$ cat config.mk
export PLATFORM = sky130hd
export DESIGN_NAME = packet_bit_serializer
export DESIGN_NICKNAME = d
export VERILOG_FILES = /design/src/rtl/packet_bit_serializer.sv
export SDC_FILE = /design/constraint.sdc
export NUM_CORES = 1
export LEC_CHECK = 0
export ABC_AREA = 0
export BUFFER_PORTS_ARGS = -buffer_cell sky130_fd_sc_hd__buf_4
export CAP_MARGIN = 20
export CORE_MARGIN = 2
export CORE_UTILIZATION = 35
export DETAILED_ROUTE_END_ITERATION = 6
export SYNTH_ARGS = -nofsm -noshare
export SYNTH_HDL_FRONTEND = slang
export SYNTH_SLANG_ARGS = --single-unit
export TNS_END_PERCENT = 20
$ cat constraint.sdc
create_clock -name clk -period 3.3 [get_ports clk]
set_clock_uncertainty 0.2 [all_clocks]
set_input_delay 0.33 -clock clk [delete_from_list [all_inputs] [get_ports clk]]
set_output_delay 0.33 -clock clk [all_outputs]
set_load 0.03 [all_outputs]
$ cat src/rtl/packet_bit_serializer.sv
// packet_bit_serializer: accepts a flattened packet of PACKET_WIDTH words over a
// valid/ready handshake and emits it as a timed serial bit stream, each bit held
// for BIT_PERIOD cycles. Bit order within each word is selected per packet.
// Optional preamble is enabled by defining SERIALIZER_PREAMBLE_EN.
module packet_bit_serializer #(
    parameter int                       PACKET_WIDTH     = 8,
    parameter int                       WORD_BITS        = 8,
    parameter int                       BIT_PERIOD       = 1,
    parameter logic                     IDLE_LEVEL       = 1'b0,
    parameter int                       PREAMBLE_BITS    = 16,
    parameter logic [PREAMBLE_BITS-1:0] PREAMBLE_PATTERN = 16'hAAAA
) (
    input  logic                            clk,
    input  logic                            reset,
    input  logic [PACKET_WIDTH*WORD_BITS-1:0] packet_in,
    input  logic                            packet_valid,
    output logic                            packet_ready,
    input  logic                            msb_first,
    output logic                            bit_out,
    output logic                            bit_strobe,
    output logic                            bit_last,
    output logic                            busy,
    output logic                            done
);

    localparam int WORD_W   = (PACKET_WIDTH > 1) ? $clog2(PACKET_WIDTH) : 1;
    localparam int BIT_W    = (WORD_BITS > 1) ? $clog2(WORD_BITS) : 1;
    localparam int PERIOD_W = (BIT_PERIOD > 1) ? $clog2(BIT_PERIOD) : 1;

`ifdef SERIALIZER_PREAMBLE_EN
    localparam int PRE_W = (PREAMBLE_BITS > 1) ? $clog2(PREAMBLE_BITS) : 1;
    typedef enum logic [1:0] {S_IDLE, S_PREAMBLE, S_SHIFT} state_t;
`else
    typedef enum logic [0:0] {S_IDLE, S_SHIFT} state_t;
`endif

    state_t               state;
    state_t               state_next;
    logic [WORD_BITS-1:0] words [PACKET_WIDTH];
    logic                 msb_reg;
    logic [WORD_W-1:0]    word_idx;
    logic [BIT_W-1:0]     bit_idx;
    logic [PERIOD_W-1:0]  period_cnt;
    logic                 done_q;
    logic                 period_end;
    logic                 bit_end;
    logic                 word_end;
    logic [WORD_BITS-1:0] cur_word;
    logic [BIT_W-1:0]     bit_sel;

`ifdef SERIALIZER_PREAMBLE_EN
    logic [PRE_W-1:0]     pre_idx;
    logic                 pre_end;
    logic [PRE_W-1:0]     pre_sel;

    assign pre_end = (pre_idx == PRE_W'(PREAMBLE_BITS - 1));
    assign pre_sel = PRE_W'(PREAMBLE_BITS - 1) - pre_idx;
`endif

    assign period_end = (period_cnt == PERIOD_W'(BIT_PERIOD - 1));
    assign bit_end    = (bit_idx == BIT_W'(WORD_BITS - 1));
    assign word_end   = (word_idx == WORD_W'(PACKET_WIDTH - 1));
    assign cur_word   = words[word_idx];
    assign bit_sel    = msb_reg ? (BIT_W'(WORD_BITS - 1) - bit_idx) : bit_idx;

    // State register
    always_ff @(posedge clk) begin
        if (reset) begin
            state <= S_IDLE;
        end else begin
            state <= state_next;
        end
    end

    // Next-state decode and output generation
    always_comb begin
        state_next   = state;
        packet_ready = 1'b0;
        busy         = 1'b1;
        bit_out      = IDLE_LEVEL;
        bit_strobe   = 1'b0;
        bit_last     = 1'b0;
        done         = done_q;
        case (state)
            S_IDLE: begin
                packet_ready = 1'b1;
                busy         = 1'b0;
                if (packet_valid) begin
`ifdef SERIALIZER_PREAMBLE_EN
                    state_next = S_PREAMBLE;
`else
                    state_next = S_SHIFT;
`endif
                end
            end
`ifdef SERIALIZER_PREAMBLE_EN
            S_PREAMBLE: begin
                bit_out    = PREAMBLE_PATTERN[pre_sel];
                bit_strobe = (period_cnt == '0);
                if (period_end && pre_end) begin
                    state_next = S_SHIFT;
                end
            end
`endif
            S_SHIFT: begin
                bit_out    = cur_word[bit_sel];
                bit_strobe = (period_cnt == '0);
                bit_last   = word_end && bit_end;
                if (period_end && bit_end && word_end) begin
                    state_next = S_IDLE;
                end
            end
            default: state_next = S_IDLE;
        endcase
    end

    // Packet capture, bit/word/period counters and the done flag
    always_ff @(posedge clk) begin
        if (reset) begin
            for (int unsigned i = 0; i < PACKET_WIDTH; i++) begin
                words[i] <= '0;
            end
            msb_reg    <= 1'b0;
            word_idx   <= '0;
            bit_idx    <= '0;
            period_cnt <= '0;
            done_q     <= 1'b0;
`ifdef SERIALIZER_PREAMBLE_EN
            pre_idx    <= '0;
`endif
        end else begin
            done_q <= (state == S_SHIFT) && period_end && bit_end && word_end;
            case (state)
                S_IDLE: begin
                    if (packet_valid) begin
                        for (int unsigned i = 0; i < PACKET_WIDTH; i++) begin
                            words[i] <= packet_in[i*WORD_BITS +: WORD_BITS];
                        end
                        msb_reg    <= msb_first;
                        word_idx   <= '0;
                        bit_idx    <= '0;
                        period_cnt <= '0;
`ifdef SERIALIZER_PREAMBLE_EN
                        pre_idx    <= '0;
`endif
                    end
                end
`ifdef SERIALIZER_PREAMBLE_EN
                S_PREAMBLE: begin
                    period_cnt <= period_end ? '0 : period_cnt + 1'b1;
                    if (period_end) begin
                        pre_idx <= pre_end ? '0 : pre_idx + 1'b1;
                    end
                end
`endif
                S_SHIFT: begin
                    period_cnt <= period_end ? '0 : period_cnt + 1'b1;
                    if (period_end) begin
                        bit_idx <= bit_end ? '0 : bit_idx + 1'b1;
                        if (bit_end) begin
                            word_idx <= word_end ? '0 : word_idx + 1'b1;
                        end
                    end
                end
                default: ;
            endcase
        end
    end

endmodule

==> run_results.csv <==
group,metric,value,unit
synth,synth_ff_type,"edfxtp_1",
drt,wirelength,6.66,mm
synth,synth_seq_area_share,0.620,
job,cap_violations,0,
drt,drc_errors,0,
run_status,status,"completed",
synth,synth-warning-count,0,
synth,muxShareOfSynthArea,0.120,
worst_setup_path,worstPathCellList,"mux4_2, nor2b_1, a211oi_1, a211o_1, o22ai_1, buf_4",
sta,fmax,0.331,GHz
synth,synth_cell_types,39,
power_and_ir_drop,max-vdd-ir-drop,190,µV
drt,drtAntennaViolNets,0,
worst_setup_path,start_kind,"flip-flop",
worst_setup_path,worstPathArrival,2.49,ns
final_layout,stdcell_count,457,
synth,synthCells,244,
clock_tree,cts_buffers,9,
drt,vias,2113,
power_and_ir_drop,power.density,463,nW/µm²
sta,setup-tns-final,0,ns
clock_tree,cts_resized,0,
die,fp.coreArea,9730,µm²
synth,netlist_area,3480,µm²
drt,firstDrtPassIters,4,
final_layout,drive_above_1_share,0.352,
final_layout,areaGrowthSynthToFinish,25.7,%
synth,synth_compound_area_frac,0.0460,
hold_path,hp-class,"in2reg",
synth,synth-edff-count,64,
worst_setup_path,slowest_stage,"dfxtp_1",
worst_setup_path,crit_required,2.77,ns
clock_tree,cts_buffer_depth,2,
placement,gp_congestion,0.757,
placement,io_buffers,73,
final_layout,largest-register,"words",
clock_tree,cts-htree-levels,3,
worst_setup_path,slowest_delay,0.69,ns
synth,synth-seq-cells,76,
clock_tree,tritoncts,"built",
global_route,grt_pass1_wl,10.8,mm
sta,rsz0062_at_grt,"no",
placement,dp.cells,440,
die,die_x,104,µm
final_layout,top_regs,"words x64, bit_idx x3, word_idx x3",
die,die_h,104,µm
power_and_ir_drop,power.total,2.03,mW
synth,synth_nets,316,
clock_tree,clk_pin_slew,0.09,ns
global_route,grt.total_usage,0.132,
clock_tree,clkLatencyLatePin,0.35,ns
drt,wl_per_cell,14.6,µm
synth,synth_top_family_by_area,"simple AND/OR/NAND/NOR gates",
final_layout,largest_reg_flops,64,
sta,maxSlewViolCount,0,
synth,synthAdderAreaFrac,0.0144,
clock_tree,cts.sinks,76,
synth,synth-xor-area-share,0,
global_route,grt_max_degree,40,
worst_setup_path,worstSetupEndpointType,"output pin",
synth,async_flop_share,0,
clock_tree,cts_root_buf,"clkbuf_8",
global_route,grt-ovfl-total,0,
drt,drtIter0Drc,88,
die,io_pins,74,
placement,hpwlAfterDp,4.88,mm
power_and_ir_drop,p_leak,1.72,nW
die,start_util,0.358,
drt,routed_via_density,4.62,
sta,worstMarginPinSlew,0.897,ns
sta,maxSlewHeadroom,0.402,
worst_setup_path,path_max_fanout,11,
global_route,grt_pass1_vias,2238,
final_layout,layout.nets,391,
sta,hold_violations,0,
final_layout,num_antenna_cells,0,
worst_setup_path,path_class,"reg2out",
global_route,antenna_found_initial,0,
worst_setup_path,critPathBufInv,1,
sta,period_share,0.915,
die,rows,36,
synth,synth-simple-area-share,0.171,
sta,finalSetupViolCount,0,
sta,fin_crit,3.02,ns
die,die-area,10800,µm²
worst_setup_path,critical-path-top-delay-family,"flip-flops",
synth,syn_avg_cell_area,14.3,µm²
synth_stat cells (2+ instances only):
cell | n | area, µm²
a211oi_1 | 3 | 22.5
a21oi_1 | 4 | 20.0
a32oi_1 | 3 | 26.3
and2_1 | 49 | 307
buf_2 | 2 | 10.0
buf_6 | 2 | 22.5
clkbuf_1 | 11 | 41.3
dfxtp_1 | 12 | 240
edfxtp_1 | 64 | 1920
ha_1 | 4 | 50.1
inv_1 | 3 | 11.3
mux2i_1 | 4 | 40.0
mux4_1 | 2 | 52.6
mux4_2 | 14 | 315
nand2_1 | 5 | 18.8
nand2b_1 | 4 | 25.0
nand3_1 | 2 | 10.0
nor2_1 | 13 | 48.8
nor2b_1 | 21 | 131
nor3_1 | 2 | 10.0
o21ai_0 | 2 | 10.0
where the power goes:
part	internal [mW]	switching, mW	total, mW
Clock	0.354	0.352	0.706
Sequential	1.11	0.0223	1.13
Combinational	0.106	0.0827	0.188
layer usage:
metal,vias up,GRT usage,wire length (µm)
met4,0,0.0531,91
li1,1050,-,-
met5,-,0,0
met3,9,0.0409,311
met2,57,0.215,3240
met1,997,0.164,3020
cell usage in the layout (no fill, tap or decap), types with 4 or more instances in the layout:
cell and count:
nor2_1 12, nor2b_1 21, clkbuf_8 9, nand2_1 5, buf_4 80, ha_1 4
and2_1 49, mux2i_1 4, a21oi_1 4, mux4_2 14, dfxtp_1 12, edfxtp_1 64
stage by stage:
stage	setup slack, ns	hold WS (ns)	instance area [µm²]	utilization
2_1_floorplan	0.339	0.239	3480	-
5_1_grt	0.169	0.0266	4380	0.450
4_1_cts	0.244	0.0347	4380	0.450
3_3_place_gp	0.632	0.341	4170	0.429
3_5_place_dp	0.643	0.356	4170	0.429
6_report	0.280	0.0474	4380	0.450
cell families after synthesis:
logic type	count (synthesis)
AND/OR/NAND/NOR	102
flip-flops	76
AO/OA/AOI/OAI	21
multiplexers	21
buffers and inverters	20
adder cells (fa/ha/maj)	4
layout make-up:
cell class                      count  area [µm²]
Tap cell                          133         166
Clock buffer                        9         124
Inverter                            3        11.3
Timing Repair Buffer               81         611
Multi-Input combinational cell    148        1230
Sequential cell                    76        2160
Fill cell                         952        5350
Clock inverter                      7        76.3
timing repair:
action	in CTS	in global routing
buffers inserted	0	0
hold endpoints to repair	1	0
hold buffers	1	0
endpoints found under the setup margin	0	0
path summary, 6_finish.rpt:
check / slack (ns) / depth (start not counted) / to / from
max reg2reg: 1.02 / 5 / words[7][7]$_SDFFCE_PP0P_ / state$_SDFF_PP0_
max: 0.28 / 6 / bit_out / flip-flop
min reg2reg: 0.39 / 2 / flip-flop / word_idx[2]$_SDFFE_PP0P_
min: 0.05 / 2 / words[0][6]$_SDFFCE_PN0P_ / packet_in[6]
worst register-to-register path, stage by stage (launching register included):
cell and delay (ns):
dfxtp_1 0.30, buf_4 0.17, inv_1 0.13, nand2_1 0.11
nand2b_2 0.64, buf_4 0.41
Note: power is estimated with default switching activity, not from simulation.
